==> src/rtl/serial_pe_seq_if.sv <==
// Bus bundle for serial_pe_seq: host control, neuron/weight SRAM reads,
// PE ctl/valid stream and output SRAM writes.
// slave = the sequencer itself; master = whatever surrounds it (host, SRAMs, PE).
interface serial_pe_seq_if #(
    parameter int unsigned CNT_W   = 10,
    parameter int unsigned NADDR_W = 10,
    parameter int unsigned WADDR_W = 16,
    parameter int unsigned OADDR_W = 10
) ();
    logic               start;
    logic [CNT_W-1:0]   cfg_num_in;
    logic [CNT_W-1:0]   cfg_num_out;
    logic               busy;
    logic               done;
    logic               nram_rd_en;
    logic [NADDR_W-1:0] nram_addr;
    logic               wram_rd_en;
    logic [WADDR_W-1:0] wram_addr;
    logic [1:0]         pe_ctl;
    logic               pe_vld_i;
    logic               pe_vld_o;
    logic [31:0]        pe_result;
    logic               oram_we;
    logic [OADDR_W-1:0] oram_addr;
    logic [31:0]        oram_wdata;

    modport slave (
        input  start, cfg_num_in, cfg_num_out, pe_vld_o, pe_result,
        output busy, done, nram_rd_en, nram_addr, wram_rd_en, wram_addr,
               pe_ctl, pe_vld_i, oram_we, oram_addr, oram_wdata
    );

    modport master (
        output start, cfg_num_in, cfg_num_out, pe_vld_o, pe_result,
        input  busy, done, nram_rd_en, nram_addr, wram_rd_en, wram_addr,
               pe_ctl, pe_vld_i, oram_we, oram_addr, oram_wdata
    );
endinterface

==> src/rtl/serial_pe_seq.sv <==
// Sequencer for one serial MAC PE running a fully-connected layer:
// out[o] = sum_i neuron[i] * weight[o*N_IN + i].
// Issues one neuron/weight read pair per cycle, forwards first/last term flags to the PE
// one cycle later (aligned with SRAM read data) and writes each PE result to the output SRAM.
// rst_n asserts asynchronously; its release is expected to be synchronous to clk.
module serial_pe_seq #(
    parameter int unsigned CNT_W   = 10,
    parameter int unsigned NADDR_W = 10,
    parameter int unsigned WADDR_W = 16,
    parameter int unsigned OADDR_W = 10
) (
    input logic              clk,
    input logic              rst_n,
    serial_pe_seq_if.slave   bus
);

    localparam logic [1:0] StIdle  = 2'd0;
    localparam logic [1:0] StRun   = 2'd1;
    localparam logic [1:0] StDrain = 2'd2;
    localparam logic [1:0] StDone  = 2'd3;

    logic [1:0]         state_q, state_d;
    logic [CNT_W-1:0]   n_in_q, n_out_q;
    logic [CNT_W-1:0]   i_q, o_q, wr_cnt_q;
    logic [WADDR_W-1:0] waddr_q;
    logic               pe_vld_q;
    logic [1:0]         pe_ctl_q;
    logic               oram_we_q;
    logic [OADDR_W-1:0] oram_addr_q;
    logic [31:0]        oram_wdata_q;

    logic start_ok, cfg_zero, issue, last_i, last_o, capture;

    // Decode of the current cycle's actions
    always_comb begin
        start_ok = (state_q == StIdle) && bus.start;
        cfg_zero = (bus.cfg_num_in == '0) || (bus.cfg_num_out == '0);
        issue    = (state_q == StRun);
        last_i   = (i_q == n_in_q - CNT_W'(1));
        last_o   = (o_q == n_out_q - CNT_W'(1));
        // PE results are only meaningful while a layer is in flight
        capture  = bus.pe_vld_o && ((state_q == StRun) || (state_q == StDrain));
    end

    // Next-state logic
    always_comb begin
        state_d = state_q;
        case (state_q)
            StIdle:  if (start_ok) state_d = cfg_zero ? StDone : StRun;
            StRun:   if (last_i && last_o) state_d = StDrain;
            // wr_cnt_q already counts the write currently on the bus
            StDrain: if (oram_we_q && (wr_cnt_q == n_out_q)) state_d = StDone;
            StDone:  state_d = StIdle;
            default: state_d = StIdle;
        endcase
    end

    // State register
    always_ff @(posedge clk or negedge rst_n) begin
        if (!rst_n) state_q <= StIdle;
        else        state_q <= state_d;
    end

    // Latched configuration and loop/address counters
    always_ff @(posedge clk or negedge rst_n) begin
        if (!rst_n) begin
            n_in_q   <= '0;
            n_out_q  <= '0;
            i_q      <= '0;
            o_q      <= '0;
            waddr_q  <= '0;
            wr_cnt_q <= '0;
        end else if (start_ok) begin
            n_in_q   <= bus.cfg_num_in;
            n_out_q  <= bus.cfg_num_out;
            i_q      <= '0;
            o_q      <= '0;
            waddr_q  <= '0;
            wr_cnt_q <= '0;
        end else begin
            if (issue) begin
                waddr_q <= waddr_q + WADDR_W'(1);
                if (last_i) begin
                    i_q <= '0;
                    o_q <= o_q + CNT_W'(1);
                end else begin
                    i_q <= i_q + CNT_W'(1);
                end
            end
            if (capture) wr_cnt_q <= wr_cnt_q + CNT_W'(1);
        end
    end

    // PE stage: delay valid/ctl one cycle so they meet the SRAM read data
    always_ff @(posedge clk or negedge rst_n) begin
        if (!rst_n) begin
            pe_vld_q <= 1'b0;
            pe_ctl_q <= 2'b00;
        end else begin
            pe_vld_q <= issue;
            pe_ctl_q <= issue ? {last_i, (i_q == '0)} : 2'b00;
        end
    end

    // Writeback register for the output SRAM
    always_ff @(posedge clk or negedge rst_n) begin
        if (!rst_n) begin
            oram_we_q    <= 1'b0;
            oram_addr_q  <= '0;
            oram_wdata_q <= '0;
        end else begin
            oram_we_q <= capture;
            if (capture) begin
                oram_addr_q  <= OADDR_W'(wr_cnt_q);
                oram_wdata_q <= bus.pe_result;
            end
        end
    end

    // Output drive
    always_comb begin
        bus.busy       = (state_q != StIdle);
        bus.done       = (state_q == StDone);
        bus.nram_rd_en = issue;
        bus.nram_addr  = NADDR_W'(i_q);
        bus.wram_rd_en = issue;
        bus.wram_addr  = waddr_q;
        bus.pe_ctl     = pe_ctl_q;
        bus.pe_vld_i   = pe_vld_q;
        bus.oram_we    = oram_we_q;
        bus.oram_addr  = oram_addr_q;
        bus.oram_wdata = oram_wdata_q;
    end

endmodule

==> src/flat_wrapper.sv <==
// flat-port wrapper written by rule: the top's interface ports become plain ports
module serial_pe_seq_flat 
#(
    parameter int unsigned CNT_W   = 10,
    parameter int unsigned NADDR_W = 10,
    parameter int unsigned WADDR_W = 16,
    parameter int unsigned OADDR_W = 10
)
  (clk, rst_n, bus_start, bus_cfg_num_in, bus_cfg_num_out, bus_pe_vld_o, bus_pe_result, bus_busy, bus_done, bus_nram_rd_en, bus_nram_addr, bus_wram_rd_en, bus_wram_addr, bus_pe_ctl, bus_pe_vld_i, bus_oram_we, bus_oram_addr, bus_oram_wdata);
  serial_pe_seq_if #(.CNT_W(CNT_W), .NADDR_W(NADDR_W), .WADDR_W(WADDR_W), .OADDR_W(OADDR_W)) bus_i ();
  input logic clk;
  input logic rst_n;
  input wire logic [$bits(bus_i.start)-1:0] bus_start;
  input wire logic [$bits(bus_i.cfg_num_in)-1:0] bus_cfg_num_in;
  input wire logic [$bits(bus_i.cfg_num_out)-1:0] bus_cfg_num_out;
  input wire logic [$bits(bus_i.pe_vld_o)-1:0] bus_pe_vld_o;
  input wire logic [$bits(bus_i.pe_result)-1:0] bus_pe_result;
  output wire logic [$bits(bus_i.busy)-1:0] bus_busy;
  output wire logic [$bits(bus_i.done)-1:0] bus_done;
  output wire logic [$bits(bus_i.nram_rd_en)-1:0] bus_nram_rd_en;
  output wire logic [$bits(bus_i.nram_addr)-1:0] bus_nram_addr;
  output wire logic [$bits(bus_i.wram_rd_en)-1:0] bus_wram_rd_en;
  output wire logic [$bits(bus_i.wram_addr)-1:0] bus_wram_addr;
  output wire logic [$bits(bus_i.pe_ctl)-1:0] bus_pe_ctl;
  output wire logic [$bits(bus_i.pe_vld_i)-1:0] bus_pe_vld_i;
  output wire logic [$bits(bus_i.oram_we)-1:0] bus_oram_we;
  output wire logic [$bits(bus_i.oram_addr)-1:0] bus_oram_addr;
  output wire logic [$bits(bus_i.oram_wdata)-1:0] bus_oram_wdata;
  assign bus_i.start = bus_start;
  assign bus_i.cfg_num_in = bus_cfg_num_in;
  assign bus_i.cfg_num_out = bus_cfg_num_out;
  assign bus_i.pe_vld_o = bus_pe_vld_o;
  assign bus_i.pe_result = bus_pe_result;
  assign bus_busy = bus_i.busy;
  assign bus_done = bus_i.done;
  assign bus_nram_rd_en = bus_i.nram_rd_en;
  assign bus_nram_addr = bus_i.nram_addr;
  assign bus_wram_rd_en = bus_i.wram_rd_en;
  assign bus_wram_addr = bus_i.wram_addr;
  assign bus_pe_ctl = bus_i.pe_ctl;
  assign bus_pe_vld_i = bus_i.pe_vld_i;
  assign bus_oram_we = bus_i.oram_we;
  assign bus_oram_addr = bus_i.oram_addr;
  assign bus_oram_wdata = bus_i.oram_wdata;
  serial_pe_seq #(.CNT_W(CNT_W), .NADDR_W(NADDR_W), .WADDR_W(WADDR_W), .OADDR_W(OADDR_W)) u_core (.clk(clk), .rst_n(rst_n), .bus(bus_i));
endmodule
==> config.mk <==
export PLATFORM = sky130hd
export DESIGN_NAME = serial_pe_seq_flat
export DESIGN_NICKNAME = d
export VERILOG_FILES = /design/src/rtl/serial_pe_seq_if.sv /design/src/rtl/serial_pe_seq.sv /design/src/flat_wrapper.sv
export SDC_FILE = /design/constraint.sdc
export NUM_CORES = 1
export LEC_CHECK = 0
export BUFFER_PORTS_ARGS = -buffer_cell sky130_fd_sc_hd__buf_2
export CORE_MARGIN = 5
export CORE_UTILIZATION = 44
export CTS_CLUSTER_SIZE = 25
export DETAILED_ROUTE_END_ITERATION = 16
export GPL_TIMING_DRIVEN = 0
export HOLD_SLACK_MARGIN = 0.02
export PLACE_DENSITY_LB_ADDON = 0.12
export SYNTH_ARGS = -nofsm -noshare
export SYNTH_HDL_FRONTEND = slang
export SYNTH_SLANG_ARGS = --single-unit
==> constraint.sdc <==
create_clock -name clk -period 4.8 [get_ports clk]
set_clock_uncertainty 0.15 [all_clocks]
set_input_delay 0.72 -clock clk [delete_from_list [all_inputs] [get_ports clk]]
set_output_delay 0.72 -clock clk [all_outputs]
set_load 0.02 [all_outputs]
# --- Word-level counts from Yosys, hierarchy flattened ---
# Cells that the tools add are included.
totals:
  register_bits: 114
  input_bits: 56
  out_inout_bits: 76
classes:
  n_addsub: 6
  n_eq_ne: 9
  muxes: 16
  n_reduce_logical: 16
op_table:
  columns: ["operator", "n"]
  rows:
  - ["2-to-1 mux 10 bit", 8]
  - ["2-to-1 mux 16 bit", 2]
  - ["adder 10 x 1 -> 10 bit, second input constant", 3]
  - ["== test 10 bit", 3]
  - ["zero test 10 bit", 3]
  - ["subtractor 10 x 1 -> 10 bit, second input constant", 2]
  - ["adder 16 x 1 -> 16 bit, second input constant", 1]
  - ["2-to-1 mux 2 bit", 5]
  - ["one-hot mux 2 bit (4 select lines)", 1]
  - ["nonzero test 2 bit", 4]
  - ["== test 2 bit, second input constant", 2]
  - ["logical AND 1 bit", 4]
  - ["inequality test 2 bit, second input constant", 2]
  - ["AND reduction 3 bit", 1]
  - ["== test 2 x 1 -> 1 bit, second input constant", 1]
  - ["zero test 2 bit", 1]
  - ["logical OR 1 bit", 2]
  - ["inequality test 2 x 1 -> 1 bit, second input constant", 1]
  - ["AND reduction 2 bit", 1]

# --- Depth between registers and ports, before layout ---
depth:
  depth_word: 5
  mapped_depth: 10

# --- Worst setup path before layout ---
# No wires, ideal clock.
synth_path:
  kind: "register -> register"
  from: "register u_core.n_in_q[0]"
  to: "register u_core.o_q[9]"
  setup_ps: 78
  arrival_ps: 2630
  path_slack_ps: 1942
  path_stages_with_launch: 10
  path_buffers: 0
  period_less_slack_ps: 2858
  cell_sequence: "dfrtp_1 inv_1 ha_1 nor3b_1 and3_1 o2111ai_1 a2111oi_4 nand4_2 or4_1 a21oi_1"
synth_via:
  elab_chain_len: 4
synth_rtl:
  columns: ["item", "line_no", "source"]
  rows:
  - ["from (decl)", "serial_pe_seq.sv:23", "logic [CNT_W-1:0] n_in_q, n_out_q;"]
  - ["from (signal assigned)", "serial_pe_seq.sv:74", "n_in_q <= bus.cfg_num_in;"]
  - ["subtractor 10 x 1 -> 10 bit", "serial_pe_seq.sv:39", "last_i = (i_q == n_in_q - CNT_W'(1));"]
  - ["== test 10 bit", "serial_pe_seq.sv:39", null]
  - ["nonzero test 2 bit (no source line)", null, null]
  - ["AND reduction 2 bit (no source line)", null, null]
  - ["to (signal assigned)", "serial_pe_seq.sv:85", "o_q <= o_q + CNT_W'(1);"]
  - ["to (decl)", "serial_pe_seq.sv:24", "logic [CNT_W-1:0] i_q, o_q, wr_cnt_q;"]
# No other way between the ends.
# A chain may end at the register's enable or synchronous reset.

# --- Worst setup path in the final report ---
# Ends and elaborated chain as after synthesis.

==> flow_summary_export.csv <==
group,metric,value,unit
layout,nNetsFinal,866,
sta,worst_pin_slew,0.703,ns
cts,h-tree-depth,4,
sta,fmax,292,MHz
cts,tritoncts,"built",
drt,drc,0,
layout,num-fill-cells,1146,
synth,ys_seq_elements,114,
worst_setup_path,endpoint,"u_core.o_q[9]",
layout,mostFrequentLayoutCells,"nand2_1 (208), buf_2 (131), dfrtp_1 (114)",
layout,drive_above_1_share,0.222,
worst_setup_path,r2r-end,"u_core.o_q[9]",
floorplan,start_util,0.451,
cts,clk_pin_slew,0.06,ns
grt,grt_pass1_wl,24.7,mm
synth,synth_fp_nets,715,
floorplan,row_count,41,
min_path,hp-class,"in -> async",
grt,grtUsageMet2,0.322,
worst_setup_path,cp.depth,9,
layout,final_common_cell,"nand2_1",
synth,syn_area_per_cell,8.83,um2
sta,finalSetupViolCount,0,
layout,syn2layout_area_growth,25.9,%
synth,ys_seq_area_frac,0.499,
worst_setup_path,critPathBufInv,1,
run,cap_viol_max_count,0,
worst_setup_path,cp.arrival,3.61,ns
worst_setup_path,worst-r2r-setup-slack,1.38,ns
floorplan,fp.dieH,124,um
layout,post-route-util,0.568,
worst_setup_path,cp-start-kind,"register",
drt,viasPerCell,5.15,
drt,wire_per_inst,15.3,um
grt,met3_usage,0.0781,
cts,clock_path_buffers,2,
grt,grt.busiest_layer,"met2",
grt,antenna_found_initial,0,
synth,synth_edf_count,0,
sta,hold_viol_final,0,
worst_setup_path,path_max_fanout,8,
worst_setup_path,max_stage_delay,0.68,ns
pwr,ir_worst_vdd,0.409,mV
drt,ant_nets,0,
worst_setup_path,end_kind,"register",
cts,post_cts_resized,0,
cts,cts_sinks,114,
grt,grt_max_degree,64,
worst_setup_path,critPathLaunch,"u_core.n_in_q[0]",
worst_setup_path,path_delay_family,"simple AND/OR/NAND/NOR gates",
drt,drt-total-wl,15.0,mm
sta,slew_viol_final,0,
pwr,power_density,627,nW/um2
cts,clk_latency,0.42,ns
sta,period_needed,3.42,ns
grt,grt.met1_usage,0.265,
grt,grt_pass1_vias,5190,
sta,setup_tns,0,ns
drt,first_iter_violations,330,
cts,postCtsSetupBuffers,0,
worst_setup_path,crit_required,4.99,ns
floorplan,die_w,124,um
placement,portBuffers,131,
synth,yosysWarnings,0,
synth,yosysUniqueCellTypes,52,
floorplan,num_io_pins,132,
synth,synth_cells,647,
layout,insertedDiodeCount,0,
grt,grt_overflow,0,
grt,grt_util_all_layers,0.207,
cts,numCtsBuffers,17,
floorplan,die-area,15400,um2
pwr,p_leak,3.72,nW
synth,async_flop_share,1.00,
placement,gp_congestion,0.854,
cts,holdBufCountCts,0,
sta,rsz0062_at_grt,"false",
sta,slew_headroom,0.531,
cts,cts_root_buffer,"clkbuf_16",
synth,netlist_area,5720,um2
placement,hpwl,11.1,mm
floorplan,core_area,12700,um2
worst_setup_path,r2r_start,"u_core.n_in_q[0]",
drt,dr_total_vias,5066,
status,status,"completed",
worst_setup_path,crit_chain,"inv_1, ha_1, nor3b_1, and3_1, o2111ai_1, a2111oi_4, nand4_2, or4_1, a21oi_1",
drt,dr.pass1.iters,8,
worst_setup_path,cpMaxStageDelayCell,"a2111oi_4",
sta,period_share,0.712,
worst_setup_path,critical_path_class,"reg -> reg",
worst_setup_path,r2r_cells,9,
synth,ys.flop_type,"dfrtp_1",
==> how the worst min path moves through the flow <==
| stage | endpoint | cells after the start |
|---|---|---|
| after floorplan | u_core.bus.nram_addr[0] | 0 |
| after global placement | u_core.bus.oram_wdata[9] | 2 |
| after detailed placement | u_core.bus.oram_wdata[4] | 2 |
| after CTS | u_core.n_out_q[0] | 1 |
| after global routing | u_core.n_out_q[1] | 1 |
| final | u_core.n_out_q[0] | 1 |
==> sequential cells by signal, indices dropped and copies added (netlist names) <==
signal                 cells
u_core.bus.wram_addr      16
u_core.state_q             2
u_core.bus.nram_addr      10
u_core.n_in_q             10
u_core.bus.oram_addr      10
u_core.bus.pe_vld_i        1
u_core.bus.oram_wdata     32
u_core.n_out_q            10
u_core.bus.pe_ctl          2
u_core.o_q                10
u_core.bus.oram_we         1
u_core.wr_cnt_q           10
==> where the power goes <==
part	total [mW]	switching (mW)	internal (mW)
Sequential	1.50	0.257	1.24
Clock	1.23	0.501	0.725
Combinational	1.78	1.16	0.627
==> logic make-up after synthesis <==
kind of cell,share of synthesized area
flip-flops,0.499
AO/OA/AOI/OAI,0.0786
AND/OR/NAND/NOR,0.279
XOR/XNOR,0.0812
buffers and inverters,0.0304
multiplexers,0.00547
adder cells (fa/ha/maj),0.0263
==> cells in the mapped netlist (3+ instances only) <==
cell | number | area (um2)
nand2_1 | 208 | 781
dfrtp_1 | 114 | 2850
xor2_1 | 40 | 350
nor2_1 | 39 | 146
clkbuf_1 | 28 | 105
o21ai_0 | 25 | 125
a21oi_1 | 22 | 110
and3_1 | 16 | 100
nand3_1 | 15 | 75.1
inv_1 | 14 | 52.6
nor4_1 | 13 | 81.3
xnor2_1 | 13 | 114
ha_1 | 12 | 150
nand4_1 | 11 | 68.8
or3_1 | 10 | 62.6
or3b_2 | 9 | 78.8
nand2b_1 | 6 | 37.5
nor3_1 | 6 | 30.0
or4_1 | 4 | 30.0
and2_1 | 3 | 18.8
==> area by class of cell <==
type / count / area (um2) / area share
Clock inverter: 15 / 151 / 0.0210
Inverter: 14 / 52.6 / 0.00730
Buffer: 31 / 121 / 0.0169
Timing Repair Buffer: 132 / 689 / 0.0958
Multi-Input combinational cell: 488 / 2690 / 0.374
Clock buffer: 17 / 425 / 0.0591
Tap cell: 172 / 215 / 0.0299
Sequential cell: 114 / 2850 / 0.396
==> through the flow <==
stage	power [mW]	worst slack (ns)	std cells	hold slack (ns)	area, um2
floorplan	2.70	1.94	647	0.274	5720
global placement	3.23	1.45	950	0.303	6590
global route	4.84	1.19	983	0.127	7200
detailed placement	3.30	1.42	951	0.307	6620
CTS	4.54	1.40	983	0.110	7200
finish	4.51	1.38	983	0.0959	7200
==> layer usage <==
metal,up-vias,share of wire
met2,169,0.46
met5,-,0
met3,25,0.086
met4,0,0.020
met1,2391,0.44
li1,2481,-
(Power assumes the default switching activity.)
